`src/rtl/demux_gate_pkg.sv`:
```
// Shared opcode encodings and width constants for demux_gate_router and gate_eval.
package demux_gate_pkg;

    localparam int OP_W   = 3;
    localparam int STAT_W = 8;

    localparam logic [OP_W-1:0] OP_NAND = 3'd0;
    localparam logic [OP_W-1:0] OP_NOR  = 3'd1;
    localparam logic [OP_W-1:0] OP_AND  = 3'd2;
    localparam logic [OP_W-1:0] OP_OR   = 3'd3;
    localparam logic [OP_W-1:0] OP_XOR  = 3'd4;
    localparam logic [OP_W-1:0] OP_XNOR = 3'd5;
    localparam logic [OP_W-1:0] OP_NOT  = 3'd6;
    localparam logic [OP_W-1:0] OP_PASS = 3'd7;

endpackage

```
`src/rtl/demux_gate_router_gate_eval.sv`:
```
// gate_eval: combinational bitwise logic unit shared ahead of the channel demux.
module gate_eval
    import demux_gate_pkg::*;
#(
    parameter int WIDTH = 4
) (
    input  logic [WIDTH-1:0] a,
    input  logic [WIDTH-1:0] b,
    input  logic [OP_W-1:0]  op,
    output logic [WIDTH-1:0] y
);

    always_comb begin
        y = '0;
        case (op)
            OP_NAND: y = ~(a & b);
            OP_NOR:  y = ~(a | b);
            OP_AND:  y = a & b;
            OP_OR:   y = a | b;
            OP_XOR:  y = a ^ b;
            OP_XNOR: y = ~(a ^ b);
            OP_NOT:  y = ~a;
            OP_PASS: y = a;
        endcase
    end

endmodule

```
`src/rtl/demux_gate_router.sv`:
```
// demux_gate_router: evaluates a bitwise logic op and routes the result into one of NUM_CH
// single-entry output channels. Define DEMUX_STAT_EN to add per-channel consumed-result counters.
module demux_gate_router
    import demux_gate_pkg::*;
#(
    parameter  int WIDTH  = 4,
    parameter  int NUM_CH = 4,
    localparam int SEL_W  = (NUM_CH > 1) ? $clog2(NUM_CH) : 1
) (
    input  logic                       clk,
    input  logic                       rst_n,
    input  logic                       in_valid,
    output logic                       in_ready,
    input  logic [WIDTH-1:0]           in_a,
    input  logic [WIDTH-1:0]           in_b,
    input  logic [OP_W-1:0]            in_op,
    input  logic [SEL_W-1:0]           in_sel,
    output logic [NUM_CH-1:0]          out_valid,
    input  logic [NUM_CH-1:0]          out_ready,
    output logic [NUM_CH*WIDTH-1:0]    out_data,
`ifdef DEMUX_STAT_EN
    output logic [NUM_CH*STAT_W-1:0]   stat_cnt,
`endif
    output logic                       err_sel
);

    localparam logic [31:0] NUM_CH_U = 32'(NUM_CH);

    logic [WIDTH-1:0]  w_result;
    logic              w_selBad;
    logic              w_accept;
    logic [NUM_CH-1:0] w_hit;
    logic [NUM_CH-1:0] w_free;
    logic              r_valid [NUM_CH];
    logic [WIDTH-1:0]  r_data  [NUM_CH];
    logic              r_errSel;

    gate_eval #(.WIDTH(WIDTH)) u_gate (
        .a  (in_a),
        .b  (in_b),
        .op (in_op),
        .y  (w_result)
    );

    assign w_selBad = (32'(in_sel) >= NUM_CH_U);

    // A channel can take a new request when it is empty or is being drained this same cycle.
    always_comb begin
        w_hit  = '0;
        w_free = '0;
        for (int k = 0; k < NUM_CH; k++) begin
            w_hit[k]  = (32'(in_sel) == 32'(k));
            w_free[k] = !r_valid[k] || out_ready[k];
        end
    end

    assign in_ready = w_selBad || |(w_hit & w_free);
    assign w_accept = in_valid && in_ready && !w_selBad;

    for (genvar k = 0; k < NUM_CH; k++) begin : g_ch
        always_ff @(posedge clk or negedge rst_n) begin
            if (!rst_n) begin
                r_valid[k] <= 1'b0;
                r_data[k]  <= '0;
            end else if (w_accept && w_hit[k]) begin
                r_valid[k] <= 1'b1;
                r_data[k]  <= w_result;
            end else if (out_ready[k]) begin
                r_valid[k] <= 1'b0;
            end
        end
    end

    always_comb begin
        out_valid = '0;
        out_data  = '0;
        for (int k = 0; k < NUM_CH; k++) begin
            out_valid[k]               = r_valid[k];
            out_data[k*WIDTH +: WIDTH] = r_data[k];
        end
    end

    always_ff @(posedge clk or negedge rst_n) begin
        if (!rst_n) begin
            r_errSel <= 1'b0;
        end else begin
            r_errSel <= in_valid && w_selBad;
        end
    end

    assign err_sel = r_errSel;

`ifdef DEMUX_STAT_EN
    logic [STAT_W-1:0] r_cnt [NUM_CH];

    // Counters stick at all-ones rather than wrapping.
    for (genvar k = 0; k < NUM_CH; k++) begin : g_stat
        always_ff @(posedge clk or negedge rst_n) begin
            if (!rst_n) begin
                r_cnt[k] <= '0;
            end else if (r_valid[k] && out_ready[k] && (r_cnt[k] != '1)) begin
                r_cnt[k] <= r_cnt[k] + 1'b1;
            end
        end
    end

    always_comb begin
        stat_cnt = '0;
        for (int k = 0; k < NUM_CH; k++) begin
            stat_cnt[k*STAT_W +: STAT_W] = r_cnt[k];
        end
    end
`endif

endmodule

```
`config.mk`:
```
export PLATFORM = sky130hd
export DESIGN_NAME = demux_gate_router
export DESIGN_NICKNAME = d
export VERILOG_FILES = /design/src/rtl/demux_gate_pkg.sv /design/src/rtl/demux_gate_router_gate_eval.sv /design/src/rtl/demux_gate_router.sv
export SDC_FILE = /design/constraint.sdc
export NUM_CORES = 1
export LEC_CHECK = 0
export CAP_MARGIN = 20
export CORE_ASPECT_RATIO = 1.5
export CORE_UTILIZATION = 48
export CTS_CLUSTER_DIAMETER = 150
export DETAILED_ROUTE_END_ITERATION = 7
export PLACE_DENSITY = 0.87
export SLEW_MARGIN = 0
export SYNTH_ARGS = -nofsm -noshare
export SYNTH_HDL_FRONTEND = slang
export SYNTH_SLANG_ARGS = --single-unit
```
`constraint.sdc`:
```
create_clock -name clk -period 2.5 [get_ports clk]
set_input_delay 0.625 -clock clk [delete_from_list [all_inputs] [get_ports clk]]
set_output_delay 0.625 -clock clk [all_outputs]
set_load 0.01 [all_outputs]
```
==> results_dict.tcl, run 1 <==
set metrics [dict create \
    die_y_um 64.2 \
    clock-sinks 20 \
    place_congestion 0.729 \
    fin_crit_sh_pct 98.3 \
    initial_core_util_pct 50.6 \
    postSynthAreaPerCell_um2 12.3 \
    start_kind "primary input" \
    hold_viol 0 \
    via_per_inst 5.31 \
    final_util_pct 71.6 \
    num_io_pins 42 \
    path_class "primary input to output port" \
    yosysTopAreaCellShare_pct 40.4 \
    grt_max_degree 21 \
    multi_input_area_um2 652 \
    cts_tree "yes" \
    ys.warnings.count 0 \
    rsz0062_at_grt "false" \
    dr.pass1.iters 6 \
    p_leak_nw 0.821 \
    cts_buffers 3 \
    setup_ws_ns 0.0430 \
    placed_cells 172 \
    io_buffers 40 \
    grt_pass1_vias 996 \
    coreArea_um2 2450 \
    drt_iter0_markers 22 \
    antenna_found_initial 0 \
    drc 10 \
    outcome "complete, but fails checks" \
    ir_worst_vdd_v 0.000242 \
    syn-instance-count 101 \
    drive_gt1_share_pct 28.3 \
    postSynthNetCount 129 \
    syn_area_um2 1240 \
    gr-total-overflow 0 \
    die_area_um2 2790 \
    end_kind "output port" \
    cp_max_fo 3 \
    clock_path_buffers 2 \
    grt_usage_pct 20.1 \
    synth_area_leaders "dfrtp_1 40%, mux2_2 15%, mux4_2 9.1%, ha_1 8.1%, mux2i_1 4.8%" \
    grt_pass1_wl_um 4240 \
    clkLatencyLatePin_ns 0.29 \
    hpwl_um 2260 \
    areaGrowthSynthToFinish_pct 41.5 \
    wl_um 2570 \
    maxSlewViolCount 0 \
    via_count 934 \
    yosys-top-cells-count "20 x dfrtp_1, 16 x mux2_2, 11 x inv_1" \
    postRouteAntennaNets 0 \
    yosys_register_bits 20 \
    fp.dieW_um 43.5 \
    instances_no_fill 176 \
    rows 22 \
    synth-seq-area-share_pct 40.4 \
    cts_root_buf "clkbuf_4" \
    place_ws_ns -0.311 \
    power_w 0.00106 \
    skew_ns 0.000974 \
    arrival_ns 1.83 \
    period_minus_slack_ns 2.46 \
    fin_nets 181 \
    synthArstFlopShare_pct 100 \
    yosysMostFrequentCell "dfrtp_1" \
    timing.fmax_mhz 407 \
    ff_latch_area_um2 500 \
    wl_per_cell_um 14.6 \
    diodes 0 \
    synth_edf_count 0 \
    violations "DRC" \
    critical_path_required_ns 1.88 \
    synth_top_flop_cell "dfrtp_1" \
    power_density_nw_per_um2 606 \
    htreeDepth 1 \
    clkTransAtPathRegs_ns 0.11 \
    drv_cap 0 \
    synth_top_area_cell "dfrtp_1" \
    fillers 184 \
    hold_class "flip-flop to flip-flop" \
    yosysUniqueCellTypes 26 \
    setup_viol 0 \
]
[through the flow]
step | TNS [ns] | area [um2] | hold slack, ns
floorplan | 0 | 1240 | 0.329
global placement | -1.43 | 1720 | 0.488
detailed placement | -2.22 | 1720 | 0.495
CTS | 0 | 1750 | 0.519
global route | 0 | 1750 | 0.538
finish | 0 | 1750 | 0.514
[report_power, final]
part	switching, W	internal, W	leakage [nW]
logic	0.000158	0.000276	0.558
clock network	0.0000949	0.0000888	0.0210
registers	0.0000412	0.000404	0.242
[path summary, 6_finish.rpt]
| path | from | endpoint | slack, ns | depth (start not counted) |
|---|---|---|---|---|
| setup / recovery | out_ready[3] | in_ready | 0.04 | 4 |
| hold / removal | out_data[2]$_DFFE_PN0P_ | out_data[2]$_DFFE_PN0P_ | 0.51 | 1 |
| setup reg to reg | out_valid[1]$_DFFE_PN0P_ | out_data[6]$_DFFE_PN0P_ | 1.07 | 5 |
| hold reg to reg | out_data[2]$_DFFE_PN0P_ | out_data[2]$_DFFE_PN0P_ | 0.51 | 1 |
| max in group asynchronous | rst_n | out_valid[1]$_DFFE_PN0P_ | 1.64 | 2 |
| min in group asynchronous | rst_n | out_data[14]$_DFFE_PN0P_ | 0.66 | 2 |
[worst max-delay path: stages]
cell and delay [ns]:
clkdlybuf4s50_1 0.40, nand2b_1 0.17, mux4_2 0.48, buf_2 0.16
[sequential cells by signal (all words and copies together), names as in the netlist]
| register | count |
|---|---|
| out_data | 16 |
| out_valid | 4 |
[cell usage in the layout, fill, tap and decap left out, drive strengths merged, types with 2 or more instances in the layout]
| cell type | netlist | routed |
|---|---|---|
| a21o | 2 | 2 |
| nand2 | 5 | 5 |
| mux2i | 6 | 6 |
| nand2b | 4 | 4 |
| nor2 | 3 | 3 |
| mux2 | 20 | 20 |
| buf | 4 | 12 |
| nor2b | 2 | 2 |
| nand3 | 2 | 2 |
| ha | 8 | 8 |
| mux4 | 5 | 5 |
| clkdlybuf4s50 | 0 | 39 |
| a21oi | 2 | 2 |
| clkbuf | 0 | 4 |
| o21ai | 2 | 2 |
| inv | 12 | 12 |
| dfrtp | 20 | 20 |
[final cells by class]
type / count / share of cell area [%]
multi-input combinational: 65 / 37.2
sequential: 20 / 28.5
timing repair buffer: 51 / 28.0
inverter: 12 / 2.57
clock buffer: 4 / 2.07
tap: 24 / 1.71
[per-layer routing]
layer	GRT usage [%]	vias to the layer above	share of wire [%]
li1	-	445	-
met1	19.4	455	34
met2	41.9	32	62
met3	2.54	2	4.0
met4	4.69	0	0.16
met5	0	-	0
[repair_timing]
action,CTS,global route
hold buffers,0,0
setup endpoints to repair,1,0
gates resized for setup,4,0
buffers inserted,0,0
[kinds of logic (layout without fill, tap and decap cells)]
kind of cell	Yosys count	count (layout)	share of synthesized area [%]
multiplexers	31	31	33.3
AND/OR/NAND/NOR	18	18	7.37
AO/OA/AOI/OAI	7	7	3.53
other	1	1	0.302
adder cells (fa/ha/maj)	8	8	8.07
buffers and inverters	16	67	7.06
flip-flops	20	20	40.4
No activity file was read; power rests on OpenSTA's default activity.
==> run 2: changes to the inputs <==
--- a/config.mk
+++ b/config.mk
@@ -7,10 +7,10 @@
 export LEC_CHECK = 0
 export CAP_MARGIN = 20
 export CORE_ASPECT_RATIO = 1.5
-export CORE_UTILIZATION = 48
+export CORE_UTILIZATION = 44
 export CTS_CLUSTER_DIAMETER = 150
 export DETAILED_ROUTE_END_ITERATION = 7
-export PLACE_DENSITY = 0.87
+export PLACE_DENSITY = 0.81
 export SLEW_MARGIN = 0
 export SYNTH_ARGS = -nofsm -noshare
 export SYNTH_HDL_FRONTEND = slang
==> run 2 against run 1 <==
  * The flow now finishes without violations
  * Register-to-register slack got worse by 0.06 ns
  * Non-clock buffer count fell by 1
  * Flip-flop and latch count stayed put
  * Via count rose by 2.0%
  * Total power up 4.8%
  * Cell count up 6.8%
  * Fmax rose by 0.59%
  * Combinational power is 2% lower
  * Sequential share of layout area down 0.54 points
  * Global-route usage decreased by 1.9 points
  * Clock skew increased by 0.0011 ns
  * Utilization decreased by 4.8 points
==> results_dict.tcl, run 2 (synthesis gave the netlist of run 1 again) <==
set metrics [dict create \
    diodes 0 \
    postRouteAntennaNets 0 \
    arrival_ns 1.82 \
    ir_worst_vdd_v 0.000285 \
    cts_root_buf "clkbuf_8" \
    initial_core_util_pct 46.3 \
    skew_ns 0.00203 \
    power_density_nw_per_um2 623 \
    path_class "primary input to output port" \
    grt_pass1_wl_um 3950 \
    drc 0 \
    p_leak_nw 0.831 \
    clkLatencyLatePin_ns 0.26 \
    ctsHoldBuffers 0 \
    io_buffers 40 \
    coreArea_um2 2680 \
    p_sw_w 0.000294 \
    maxSlewViolCount 0 \
    rsz0062_at_grt "false" \
    cp_max_fo 3 \
    p_int_w 0.000820 \
    areaGrowthSynthToFinish_pct 44.2 \
    place_area_um2 1730 \
    gr-total-overflow 0 \
    power_frac_seq_pct 40.2 \
    drt_iter0_markers 12 \
    dr.pass1.iters 3 \
    grt_max_degree 21 \
    layout_common_cells "38 x clkdlybuf4s50_1, 20 x dfrtp_1, 16 x mux2_2" \
    fillers 217 \
    cts_tree "yes" \
    largest_register_ffs 16 \
    final_common_cell "clkdlybuf4s50_1" \
    outcome "finished clean" \
    startpoint "out_ready[3]" \
    antenna_found_initial 0 \
    hpwl_um 1950 \
    switching_share_pct 26.4 \
    setup_viol 0 \
    fin_nets 180 \
    drv_cap 0 \
    die_y_um 67.0 \
    p_comb_share_pct 38.3 \
    fp.dieW_um 45.3 \
    drive_gt1_share_pct 28.5 \
    via_per_inst 5.07 \
    place_ws_ns -0.306 \
    period_minus_slack_ns 2.44 \
    place_congestion 0.729 \
    whs_ns 0.510 \
    num_io_pins 42 \
    cts_resized 6 \
    clkPwrFrac_pct 21.5 \
    hold_viol 0 \
    clock-sinks 20 \
    setup_ws_ns 0.0573 \
    start_kind "primary input" \
    finalInstanceArea_um2 1790 \
    wl_um 2330 \
    htreeDepth 1 \
    hold_class "flip-flop to flip-flop" \
    ff_latch_area_um2 500 \
    rows 23 \
    power_w 0.00111 \
    rr_startpoint "out_valid[1]$_DFFE_PN0P_" \
    critical_path_required_ns 1.88 \
    clkTransAtPathRegs_ns 0.07 \
    timing.fmax_mhz 409 \
    via_count 953 \
    wl_per_cell_um 12.4 \
    fin_crit_sh_pct 97.7 \
    grt_usage_pct 18.2 \
    end_kind "output port" \
    tns_ns 0 \
    postCtsSetupRepairBufs 0 \
    clock_path_buffers 2 \
    die_area_um2 3040 \
    grt_pass1_vias 966 \
    min_from "out_data[3]$_DFFE_PN0P_" \
    multi_input_area_um2 659 \
    cts_buffers 3 \
]
## run 2: cell count changes in the layout (fill, tap and decap cells not counted), sizes merged
cell,previous run,this run
clkdlybuf4s50,39,38
dlygate4sd2,0,1
buf,12,11
## run 2: through the flow
step	std cells	util, %
final	188	66.8
after global routing	188	66.8
after CTS	188	66.8
after detailed placement	184	64.7
after global placement	184	64.7
after floorplan	101	-
## run 2: routing by layer
layer,global-route usage [%],part of all wire (%)
met5,0,0
met4,9.47,2.0
met3,4.34,7.1
met2,36.4,57
met1,15.1,33
## run 2: worst max-delay path, stage by stage
cell             delay [ns]
clkdlybuf4s50_1        0.40
nand2b_1               0.18
mux4_2                 0.47
buf_2                  0.15
## run 2: area by class of cell
class	instances	share of cell area (%)
Multi-Input combinational cell	65	36.9
Sequential cell	20	28.0
Timing Repair Buffer	50	26.9
Clock buffer	4	3.08
Tap cell	37	2.59
Inverter	12	2.52
## run 2: path summary, 6_finish.rpt
| kind | end | slack (ns) | depth (start not counted) |
|---|---|---|---|
| setup / recovery | in_ready | 0.06 | 4 |
| min in group asynchronous | out_data[3]$_DFFE_PN0P_ | 0.70 | 2 |
| hold reg to reg | out_data[3]$_DFFE_PN0P_ | 0.51 | 1 |
| hold / removal | out_data[3]$_DFFE_PN0P_ | 0.51 | 1 |
| max in group asynchronous | out_data[6]$_DFFE_PN0P_ | 1.59 | 2 |
| setup reg to reg | out_data[6]$_DFFE_PN0P_ | 1.01 | 5 |
## run 2: power by group through the flow
stage | Clock (W) | Sequential, W | Combinational [W]
final | 0.000239 | 0.000447 | 0.000427
after CTS | 0.000245 | 0.000448 | 0.000434
after floorplan | 0 | 0.000488 | 0.000149
after global routing | 0.000259 | 0.000458 | 0.000458
after detailed placement | 0 | 0.000454 | 0.000432
after global placement | 0 | 0.000451 | 0.000419
